File: src/rtl/proc_controller_pkg.sv
// Shared types and constants for the processor controller slice.
package proc_pkg;

   // Instruction opcodes carried in IR[15:12]; 4'hA..4'hF execute as NOOP.
   typedef enum logic [3:0] {
      OP_NOOP  = 4'h0,
      OP_STORE = 4'h1,
      OP_LOAD  = 4'h2,
      OP_ADD   = 4'h3,
      OP_SUB   = 4'h4,
      OP_HALT  = 4'h5,
      OP_XOR   = 4'h6,
      OP_OR    = 4'h7,
      OP_AND   = 4'h8,
      OP_INC   = 4'h9
   } opcode_t;

   // Controller states with fixed encodings, visible on the State debug port.
   typedef enum logic [3:0] {
      S_INIT   = 4'd0,
      S_FETCH  = 4'd1,
      S_DECODE = 4'd2,
      S_NOOP   = 4'd3,
      S_LOAD_A = 4'd4,
      S_LOAD_B = 4'd5,
      S_STORE  = 4'd6,
      S_ALU_OP = 4'd7,
      S_HALT   = 4'd8
   } state_t;

   // ALU operation selects, shared with the datapath ALU.
   typedef enum logic [2:0] {
      ALU_ZERO   = 3'b000,
      ALU_ADD    = 3'b001,
      ALU_SUB    = 3'b010,
      ALU_PASS_A = 3'b011,
      ALU_XOR    = 3'b100,
      ALU_OR     = 3'b101,
      ALU_AND    = 3'b110,
      ALU_INC    = 3'b111
   } alu_sel_t;

   // Instruction field positions.
   localparam int unsigned OP_MSB      = 15;
   localparam int unsigned OP_LSB      = 12;
   localparam int unsigned RA_MSB      = 11;
   localparam int unsigned RA_LSB      = 8;
   localparam int unsigned RB_MSB      = 7;
   localparam int unsigned RB_LSB      = 4;
   localparam int unsigned RQ_MSB      = 3;
   localparam int unsigned RQ_LSB      = 0;
   localparam int unsigned LD_ADDR_MSB = 11;
   localparam int unsigned LD_ADDR_LSB = 4;
   localparam int unsigned ST_ADDR_MSB = 7;
   localparam int unsigned ST_ADDR_LSB = 0;

   // Registered control outputs driven to the datapath.
   typedef struct packed {
      logic [7:0] d_addr;
      logic       d_wr;
      logic       rf_s;
      logic [3:0] rf_w_addr;
      logic       rf_w_en;
      logic [3:0] rf_ra_addr;
      logic [3:0] rf_rb_addr;
      logic [2:0] alu_sel;
      logic       halted;
   } ctrl_t;

   // Map an ALU-class opcode to its ALU select; anything else selects zero.
   function automatic logic [2:0] alu_sel_of(input logic [3:0] op);
      logic [2:0] sel;
      sel = ALU_ZERO;
      case (op)
         OP_ADD: sel = ALU_ADD;
         OP_SUB: sel = ALU_SUB;
         OP_XOR: sel = ALU_XOR;
         OP_OR:  sel = ALU_OR;
         OP_AND: sel = ALU_AND;
         OP_INC: sel = ALU_INC;
         default: sel = ALU_ZERO;
      endcase
      return sel;
   endfunction

endpackage

File: src/rtl/proc_controller_if.sv
// Instruction memory, data memory and register-file control bus of the controller.
interface proc_controller_if;
   logic [15:0] IR_Data;
   logic [6:0]  PC_Addr;
   logic [7:0]  D_Addr;
   logic        D_Wr;
   logic        RF_s;
   logic [3:0]  RF_W_Addr;
   logic        RF_W_en;
   logic [3:0]  RF_Ra_Addr;
   logic [3:0]  RF_Rb_Addr;
   logic [2:0]  ALU_Sel;
   logic [3:0]  State;
   logic        Halted;

   modport master (
      input  IR_Data,
      output PC_Addr, D_Addr, D_Wr, RF_s, RF_W_Addr, RF_W_en,
             RF_Ra_Addr, RF_Rb_Addr, ALU_Sel, State, Halted
   );

   modport slave (
      output IR_Data,
      input  PC_Addr, D_Addr, D_Wr, RF_s, RF_W_Addr, RF_W_en,
             RF_Ra_Addr, RF_Rb_Addr, ALU_Sel, State, Halted
   );
endinterface

File: src/rtl/proc_controller_prog_counter.sv
// 7-bit program counter with synchronous clear and increment enable; wraps 127 -> 0.
module prog_counter (
   input  logic       clk,
   input  logic       clr,
   input  logic       inc_en,
   output logic [6:0] count
);
   logic [6:0] count_q, count_d;

   // Next count: clear wins over increment.
   always_comb begin
      count_d = count_q;
      if (clr)
         count_d = '0;
      else if (inc_en)
         count_d = count_q + 7'd1;
   end

   // Count register.
   always_ff @(posedge clk) begin
      count_q <= count_d;
   end

   assign count = count_q;
endmodule

File: src/rtl/proc_controller.sv
// Multi-cycle processor controller: fetch/decode/execute Moore FSM driving
// instruction memory, data memory and register-file controls.
module proc_controller
   import proc_pkg::*;
(
   input logic              Clk,
   input logic              ResetN,
   proc_controller_if.master bus
);
   state_t      state_q, state_d;
   logic [15:0] ir_q, ir_d;
   ctrl_t       ctrl_q, ctrl_d;
   logic [6:0]  pc;

   prog_counter u_prog_counter (
      .clk    (Clk),
      .clr    (!ResetN),
      .inc_en (state_q == S_FETCH),
      .count  (pc)
   );

   // Next state and instruction register.
   always_comb begin
      state_d = state_q;
      ir_d    = ir_q;
      case (state_q)
         S_INIT:   state_d = S_FETCH;
         S_FETCH: begin
            ir_d    = bus.IR_Data;
            state_d = S_DECODE;
         end
         S_DECODE: begin
            case (ir_q[OP_MSB:OP_LSB])
               OP_STORE: state_d = S_STORE;
               OP_LOAD:  state_d = S_LOAD_A;
               OP_HALT:  state_d = S_HALT;
               OP_ADD, OP_SUB, OP_XOR, OP_OR, OP_AND, OP_INC:
                         state_d = S_ALU_OP;
               default:  state_d = S_NOOP;
            endcase
         end
         S_LOAD_A: state_d = S_LOAD_B;
         S_LOAD_B, S_STORE, S_ALU_OP, S_NOOP:
                   state_d = S_FETCH;
         S_HALT:   state_d = S_HALT;
         default:  state_d = S_INIT;
      endcase
   end

   // Outputs are decoded from the next state/IR and registered, so the
   // registered outputs always match the current state and IR.
   always_comb begin
      ctrl_d = '0;
      case (state_d)
         S_LOAD_A: begin
            ctrl_d.d_addr = ir_d[LD_ADDR_MSB:LD_ADDR_LSB];
            ctrl_d.rf_s   = 1'b1;
         end
         S_LOAD_B: begin
            ctrl_d.d_addr    = ir_d[LD_ADDR_MSB:LD_ADDR_LSB];
            ctrl_d.rf_s      = 1'b1;
            ctrl_d.rf_w_addr = ir_d[RQ_MSB:RQ_LSB];
            ctrl_d.rf_w_en   = 1'b1;
         end
         S_STORE: begin
            ctrl_d.rf_ra_addr = ir_d[RA_MSB:RA_LSB];
            ctrl_d.d_addr     = ir_d[ST_ADDR_MSB:ST_ADDR_LSB];
            ctrl_d.d_wr       = 1'b1;
         end
         S_ALU_OP: begin
            ctrl_d.rf_ra_addr = ir_d[RA_MSB:RA_LSB];
            if (ir_d[OP_MSB:OP_LSB] != OP_INC)
               ctrl_d.rf_rb_addr = ir_d[RB_MSB:RB_LSB];
            ctrl_d.alu_sel   = alu_sel_of(ir_d[OP_MSB:OP_LSB]);
            ctrl_d.rf_w_addr = ir_d[RQ_MSB:RQ_LSB];
            ctrl_d.rf_w_en   = 1'b1;
         end
         S_HALT:   ctrl_d.halted = 1'b1;
         default:  ctrl_d = '0;
      endcase
   end

   // FSM state, instruction register and registered outputs.
   always_ff @(posedge Clk) begin
      if (!ResetN) begin
         state_q <= S_INIT;
         ir_q    <= '0;
         ctrl_q  <= '0;
      end else begin
         state_q <= state_d;
         ir_q    <= ir_d;
         ctrl_q  <= ctrl_d;
      end
   end

   assign bus.PC_Addr    = pc;
   assign bus.D_Addr     = ctrl_q.d_addr;
   assign bus.D_Wr       = ctrl_q.d_wr;
   assign bus.RF_s       = ctrl_q.rf_s;
   assign bus.RF_W_Addr  = ctrl_q.rf_w_addr;
   assign bus.RF_W_en    = ctrl_q.rf_w_en;
   assign bus.RF_Ra_Addr = ctrl_q.rf_ra_addr;
   assign bus.RF_Rb_Addr = ctrl_q.rf_rb_addr;
   assign bus.ALU_Sel    = ctrl_q.alu_sel;
   assign bus.State      = state_q;
   assign bus.Halted     = ctrl_q.halted;
endmodule

File: src/flat_wrapper.sv
// flat-port wrapper written by rule: the top's interface ports become plain ports
module proc_controller_flat import proc_pkg::*;
  (Clk, ResetN, bus_IR_Data, bus_PC_Addr, bus_D_Addr, bus_D_Wr, bus_RF_s, bus_RF_W_Addr, bus_RF_W_en, bus_RF_Ra_Addr, bus_RF_Rb_Addr, bus_ALU_Sel, bus_State, bus_Halted);
  proc_controller_if bus_i ();
  input logic Clk;
  input logic ResetN;
  input wire logic [$bits(bus_i.IR_Data)-1:0] bus_IR_Data;
  output wire logic [$bits(bus_i.PC_Addr)-1:0] bus_PC_Addr;
  output wire logic [$bits(bus_i.D_Addr)-1:0] bus_D_Addr;
  output wire logic [$bits(bus_i.D_Wr)-1:0] bus_D_Wr;
  output wire logic [$bits(bus_i.RF_s)-1:0] bus_RF_s;
  output wire logic [$bits(bus_i.RF_W_Addr)-1:0] bus_RF_W_Addr;
  output wire logic [$bits(bus_i.RF_W_en)-1:0] bus_RF_W_en;
  output wire logic [$bits(bus_i.RF_Ra_Addr)-1:0] bus_RF_Ra_Addr;
  output wire logic [$bits(bus_i.RF_Rb_Addr)-1:0] bus_RF_Rb_Addr;
  output wire logic [$bits(bus_i.ALU_Sel)-1:0] bus_ALU_Sel;
  output wire logic [$bits(bus_i.State)-1:0] bus_State;
  output wire logic [$bits(bus_i.Halted)-1:0] bus_Halted;
  assign bus_i.IR_Data = bus_IR_Data;
  assign bus_PC_Addr = bus_i.PC_Addr;
  assign bus_D_Addr = bus_i.D_Addr;
  assign bus_D_Wr = bus_i.D_Wr;
  assign bus_RF_s = bus_i.RF_s;
  assign bus_RF_W_Addr = bus_i.RF_W_Addr;
  assign bus_RF_W_en = bus_i.RF_W_en;
  assign bus_RF_Ra_Addr = bus_i.RF_Ra_Addr;
  assign bus_RF_Rb_Addr = bus_i.RF_Rb_Addr;
  assign bus_ALU_Sel = bus_i.ALU_Sel;
  assign bus_State = bus_i.State;
  assign bus_Halted = bus_i.Halted;
  proc_controller u_core (.Clk(Clk), .ResetN(ResetN), .bus(bus_i));
endmodule
File: config.mk
export PLATFORM = sky130hd
export DESIGN_NAME = proc_controller_flat
export DESIGN_NICKNAME = d
export VERILOG_FILES = /design/src/rtl/proc_controller_pkg.sv /design/src/rtl/proc_controller_if.sv /design/src/rtl/proc_controller_prog_counter.sv /design/src/rtl/proc_controller.sv /design/src/flat_wrapper.sv
export SDC_FILE = /design/constraint.sdc
export NUM_CORES = 1
export LEC_CHECK = 0
export ABC_AREA = 1
export CORE_MARGIN = 4
export CORE_UTILIZATION = 45
export CTS_CLUSTER_DIAMETER = 120
export DETAILED_ROUTE_END_ITERATION = 10
export PLACE_DENSITY = 0.77
export REMOVE_ABC_BUFFERS = 1
export SYNTH_ARGS = -nofsm -noshare
export SYNTH_HDL_FRONTEND = slang
export SYNTH_SLANG_ARGS = --single-unit
File: constraint.sdc
create_clock -name Clk -period 1.8 [get_ports Clk]
set_input_delay 0.36 -clock Clk [delete_from_list [all_inputs] [get_ports Clk]]
set_output_delay 0.36 -clock Clk [all_outputs]
set_load 0.005 [all_outputs]
### Word-level counts from Yosys, hierarchy flattened

Memories as Yosys holds them, arrays and structs flattened. A register that Yosys moved wholly into a read port is not among the register bits.
Index checks and enable logic that the tools add are counted.

| storage, ports and cells | value |
|---|---|
| bits in registers | 54 |
| output and inout bits | 38 |
| bits in read-only memories | 64 |
| word-level logic and storage cells | 52 |
| memories kept | 1 |

| cells by class | value |
|---|---|
| reduce and logical (&&, ||, !) cells | 9 |
| equality and inequality tests | 20 |
| multiplexer cells | 9 |
| $add $sub $neg | 1 |

Memory list:

| memory | depth | width | rd ports | clocked after memory_dff | wr ports | RTL line | source |
|---|---|---|---|---|---|---|---|
| (no name shown) | 16 | 4 | 1 | 1 | 0 | proc_controller.sv:33 | `case (ir_q[OP_MSB:OP_LSB])` |

Operator list:

| operator | count |
|---|---|
| equality test 4 x 3 -> 1 bit (second input constant) | 11 |
| one-hot mux 4 bit (5 select lines) | 1 |
| one-hot mux 3 bit (6 select lines) | 1 |
| equality test 4 bit (second input constant) | 4 |
| 2-to-1 mux 16 bit | 1 |
| one-hot mux 8 bit (2 select lines) | 1 |
| equality test 4 x 2 -> 1 bit (second input constant) | 3 |
| adder 7 x 1 -> 7 bit (second input constant) | 1 |
| AND reduction 2 bit | 3 |
| OR reduction 2 bit | 3 |
| OR reduction 5 bit | 1 |
| equality test 4 x 1 -> 1 bit (second input constant) | 1 |
| zero test 4 bit | 1 |
| 2-to-1 mux 1 bit | 4 |
| 2-to-1 mux 4 bit | 1 |
| != test 4 bit (second input constant) | 1 |
| AND reduction 3 bit | 1 |

### Depth between registers and ports, before layout

| depth | value |
|---|---|
| word-level depth | 6 |
| mapped depth | 14 |
| depth with buffers taken out | 14 |

### By module

Synthesis repeated with hierarchy kept, for this count alone.

| second synthesis, totals | value |
|---|---|
| cell total of the unflattened synthesis | 286 |
| area, all modules | 2322.2 um^2 |

By module, submodules not included:

| module | instances | sequential area each (um^2) | area an instance (um^2) | cells each |
|---|---|---|---|---|
| proc_controller | 1 | 1021.0 | 2008.2 | 243 |
| prog_counter | 1 | 140.1 | 314.1 | 43 |

### Least setup slack after synthesis

No wires, ideal clock.

| path | value |
|---|---|
| kind | register to register |
| from | register u_core.state_q[0] (netlist: u_core.bus.State[0]) |
| to | register with a tool-made name |
| cell stages (with the launch flop) | 14 |
| period minus slack after synthesis | 1624 ps |
| slack | 176 ps |
| setup time | 59 ps |
| arrival | 1565 ps |
| data required time | 1741 ps |
| cell sequence | dfxtp_1 inv_1 nor2_4 nand2_4 clkinv_2 nand2_1 nand2_1 inv_1 nor2_2 inv_1 ha_1 o21ai_0 nand2_1 nand2_1 |

RTL lines:

| what | RTL line | source |
|---|---|---|
| from (decl) | proc_controller.sv:10 | `state_t state_q, state_d;` |
| from (signal assigned) | proc_controller.sv:90 | `state_q <= state_d;` |

### Worst setup path after layout

| path | value |
|---|---|
| from | register u_core.state_q[1] (netlist: u_core.bus.State[1]) |
| to | output bus_State[1] |

RTL lines:

| what | RTL line | source |
|---|---|---|
| to (decl) | flat_wrapper.sv:17 | `output wire logic [$bits(bus_i.State)-1:0] bus_State;` |

No word-level cell between the ends.

==> flow_summary.toml <==
[finish]
final_common_cell = "dfxtp_1"
nNetsFinal = 363
num_antenna_cells = 0
drive_gt1_frac = 0.182
most-common-layout-cells = "58 x dfxtp_1, 55 x clkdlybuf4s50_1, 52 x nand2_1"
area_growth_pct = 38.2

[pwr]
comb_power_share = 0.293
finalPower_mw = 3.87
p_clk_frac = 0.308
peakVddDrop_mv = 0.591
p_sw_mw = 1.28
power.share.switching = 0.332
p_seq_frac = 0.399
p_leak_nw = 1.32
p_int_mw = 2.59
p_per_area_mw_per_mm2 = 1230

[floorplan]
core_region_area_sq_mm = 0.00482
die_w_um = 79.2
die_height_um = 79.2
io_pins = 56
rows = 25
die-area_sq_mm = 0.00627
start_util = 0.473

[route]
drcViolationCount = 0
drt_iter0_markers = 66
via_count = 1890
vias_per_cell = 4.58
wl_mm = 4.85
ant_nets = 0
firstDrtPassIters = 4
wire_per_inst_um = 11.7

[clock_tree]
clk_pin_slew_ns = 0.06
cts_tree = "built"
ctsHoldBuffers = 0
cts_sinks = 58
insertion_delay_ns = 0.33
cts_buffers = 9
cts-root-buf = "clkbuf_8"
cts_max_path_buffers = 2
h-tree-depth = 3

[synthesis]
yosysWarningCount = 0
post_synth_num_cell_types = 29
yosys.area.top_type = "dfxtp_1"
ys_ff_latch = 58
synth-async-reset-ratio = 0
avgSynthCellArea_sq_um = 8.44
netlist_area_sq_mm = 0.00228
yosys_most_used_dff = "dfxtp_1"
ys_seq_area_frac = 0.510
synth-edff-count = 0
synthCells = 270
yosys.area.top_type_share = 0.510
synthTopCellsByArea = "dfxtp_1 51%, nand2_1 8.6%, nor2_1 6.3%"

[worst_hold_path]
min_path_type = "reg2reg"

[setup_path]
cp_slowest_cell = "clkdlybuf4s50_1"
worst_setup_path_start_kind = "register"
slowest_delay_ns = 0.54
crit_start = "u_core.bus.State[1]$_SDFF_PN0_"
crit_path_cell_trace = "clkdlybuf4s50_1"
critPathTopFamily = "buffers and inverters"
critical_path_depth = 1
path_max_fanout = 5
required_ns = 1.44
worst-endpoint-arrival_ns = 1.31
crit_buf_inv = 1
cp-end-kind = "output port"
critPathKind = "reg2out"
reg2reg_from = "u_core.bus.State[2]$_SDFF_PN0_"
r2r_slack_ns = 0.15
crit_end = "bus_State[1]"
r2r_cells = 10

[timing]
whs_ns = 0.508
fin_setup_tns_ns = 0
setup_viol = 0
rsz0062_at_grt = "true"
setup_ws_ns = 0.132
slew_headroom = 0.777
min_period_ns = 1.67
finalHoldViolations = 0
fin_crit_sh = 0.927
max_freq_ghz = 0.599
fin_skew_ns = 0.00892
finalMaxSlewViolations = 0
worst_pin_slew_ns = 0.335

[placement]
io_buffers = 55
place_ws_ns = -0.00112
gp_congestion = 0.769
hpwl_mm = 3.60

[global_route]
grt_pass1_wl_mm = 8.20
grt_use_total = 0.168
antenna_found_initial = 0
overflow = 0
grt_max_degree = 21
grt_pass1_vias = 1851

[status]
status = "finished clean"

[job]
cap_violations = 0
-- power groups by stage --
stage / sequential (mW) / combinational (mW) / clock [mW]
floorplan: 1.57 / 0.738 / 0
global placement: 1.57 / 1.09 / 0
detailed placement: 1.57 / 1.12 / 0
CTS: 1.55 / 1.13 / 1.21
global route: 1.56 / 1.28 / 1.28
finish: 1.54 / 1.13 / 1.19
-- sequential cells by signal (all words and copies together), names as in the netlist, named ones only --
register and cells:
u_core.bus.State 4, u_core.bus.D_Addr 8, u_core.bus.RF_Rb_Addr 4, u_core.bus.RF_s 1
u_core.ir_q 16, u_core.bus.D_Wr 1, u_core.bus.ALU_Sel 3, u_core.u_prog_counter.count 7
u_core.bus.RF_W_en 1, u_core.bus.RF_W_Addr 4, u_core.bus.Halted 1, u_core.bus.RF_Ra_Addr 4
-- cell families (layout without fill, tap and decap cells) --
family / after synthesis / after routing / share of synthesized area
compound gates: 25 / 25 / 0.0747
xor+xnor: 1 / 1 / 0.00384
fa+ha+maj: 4 / 4 / 0.0220
buf+inv: 36 / 112 / 0.0725
flops: 58 / 58 / 0.510
simple gates: 146 / 146 / 0.317
-- layer usage --
| layer | share of wire | vias up | track usage |
|---|---|---|---|
| li1 | - | 987 | - |
| met1 | 0.47 | 843 | 0.214 |
| met2 | 0.47 | 47 | 0.263 |
| met3 | 0.046 | 13 | 0.0431 |
| met4 | 0.020 | 0 | 0.0859 |
| met5 | 0 | - | 0 |
-- stage by stage --
step	cells	instance area [sq um]	util
after detailed placement	395	2930	0.608
after floorplan	264	2230	-
after global routing	413	3150	0.654
final	413	3150	0.654
after global placement	395	2930	0.608
after CTS	411	3130	0.650
-- repair_timing --
action	CTS	global route
buffers inserted	0	2
gates resized for setup	0	2
setup endpoints to repair	0	3
-- worst min-delay path by stage --
stage                                                start  cells past startpoint  slack (ns)                                          end
6_report       u_core.u_prog_counter.count[6]$_SDFFE_PN0P_                      2        0.51  u_core.u_prog_counter.count[6]$_SDFFE_PN0P_
5_1_grt        u_core.u_prog_counter.count[0]$_SDFFE_PN0P_                      2        0.54  u_core.u_prog_counter.count[0]$_SDFFE_PN0P_
4_1_cts        u_core.u_prog_counter.count[6]$_SDFFE_PN0P_                      2        0.51  u_core.u_prog_counter.count[6]$_SDFFE_PN0P_
3_5_place_dp   u_core.u_prog_counter.count[3]$_SDFFE_PN0P_                      1        0.49  u_core.u_prog_counter.count[3]$_SDFFE_PN0P_
3_3_place_gp   u_core.u_prog_counter.count[3]$_SDFFE_PN0P_                      1        0.48  u_core.u_prog_counter.count[3]$_SDFFE_PN0P_
2_1_floorplan  u_core.u_prog_counter.count[3]$_SDFFE_PN0P_                      1        0.47  u_core.u_prog_counter.count[3]$_SDFFE_PN0P_
-- cell type report --
class	instances	area (sq um)
fillers	445	1670
flip-flops and latches	58	1160
multi-input cells	176	952
repair buffers	66	633
clock buffers	10	138
inverters	30	114
well taps	67	83.8
clock inverters	6	66.3
-- synthesized netlist by cell type (2+ instances only) --
| cell | number |
|---|---|
| nor2_1 | 38 |
| nand3_1 | 13 |
| nor2_2 | 6 |
| nand2_1 | 52 |
| a21oi_1 | 5 |
| dfxtp_1 | 58 |
| nand2_4 | 3 |
| or2_1 | 3 |
| o21ai_2 | 12 |
| nand4_1 | 2 |
| or2_0 | 8 |
| o21ai_0 | 8 |
| nor3_1 | 7 |
| ha_1 | 4 |
| buf_6 | 3 |
| nor2_4 | 4 |
| buf_2 | 2 |
| inv_1 | 28 |
| nand2_2 | 4 |
(Power assumes the default switching activity.)
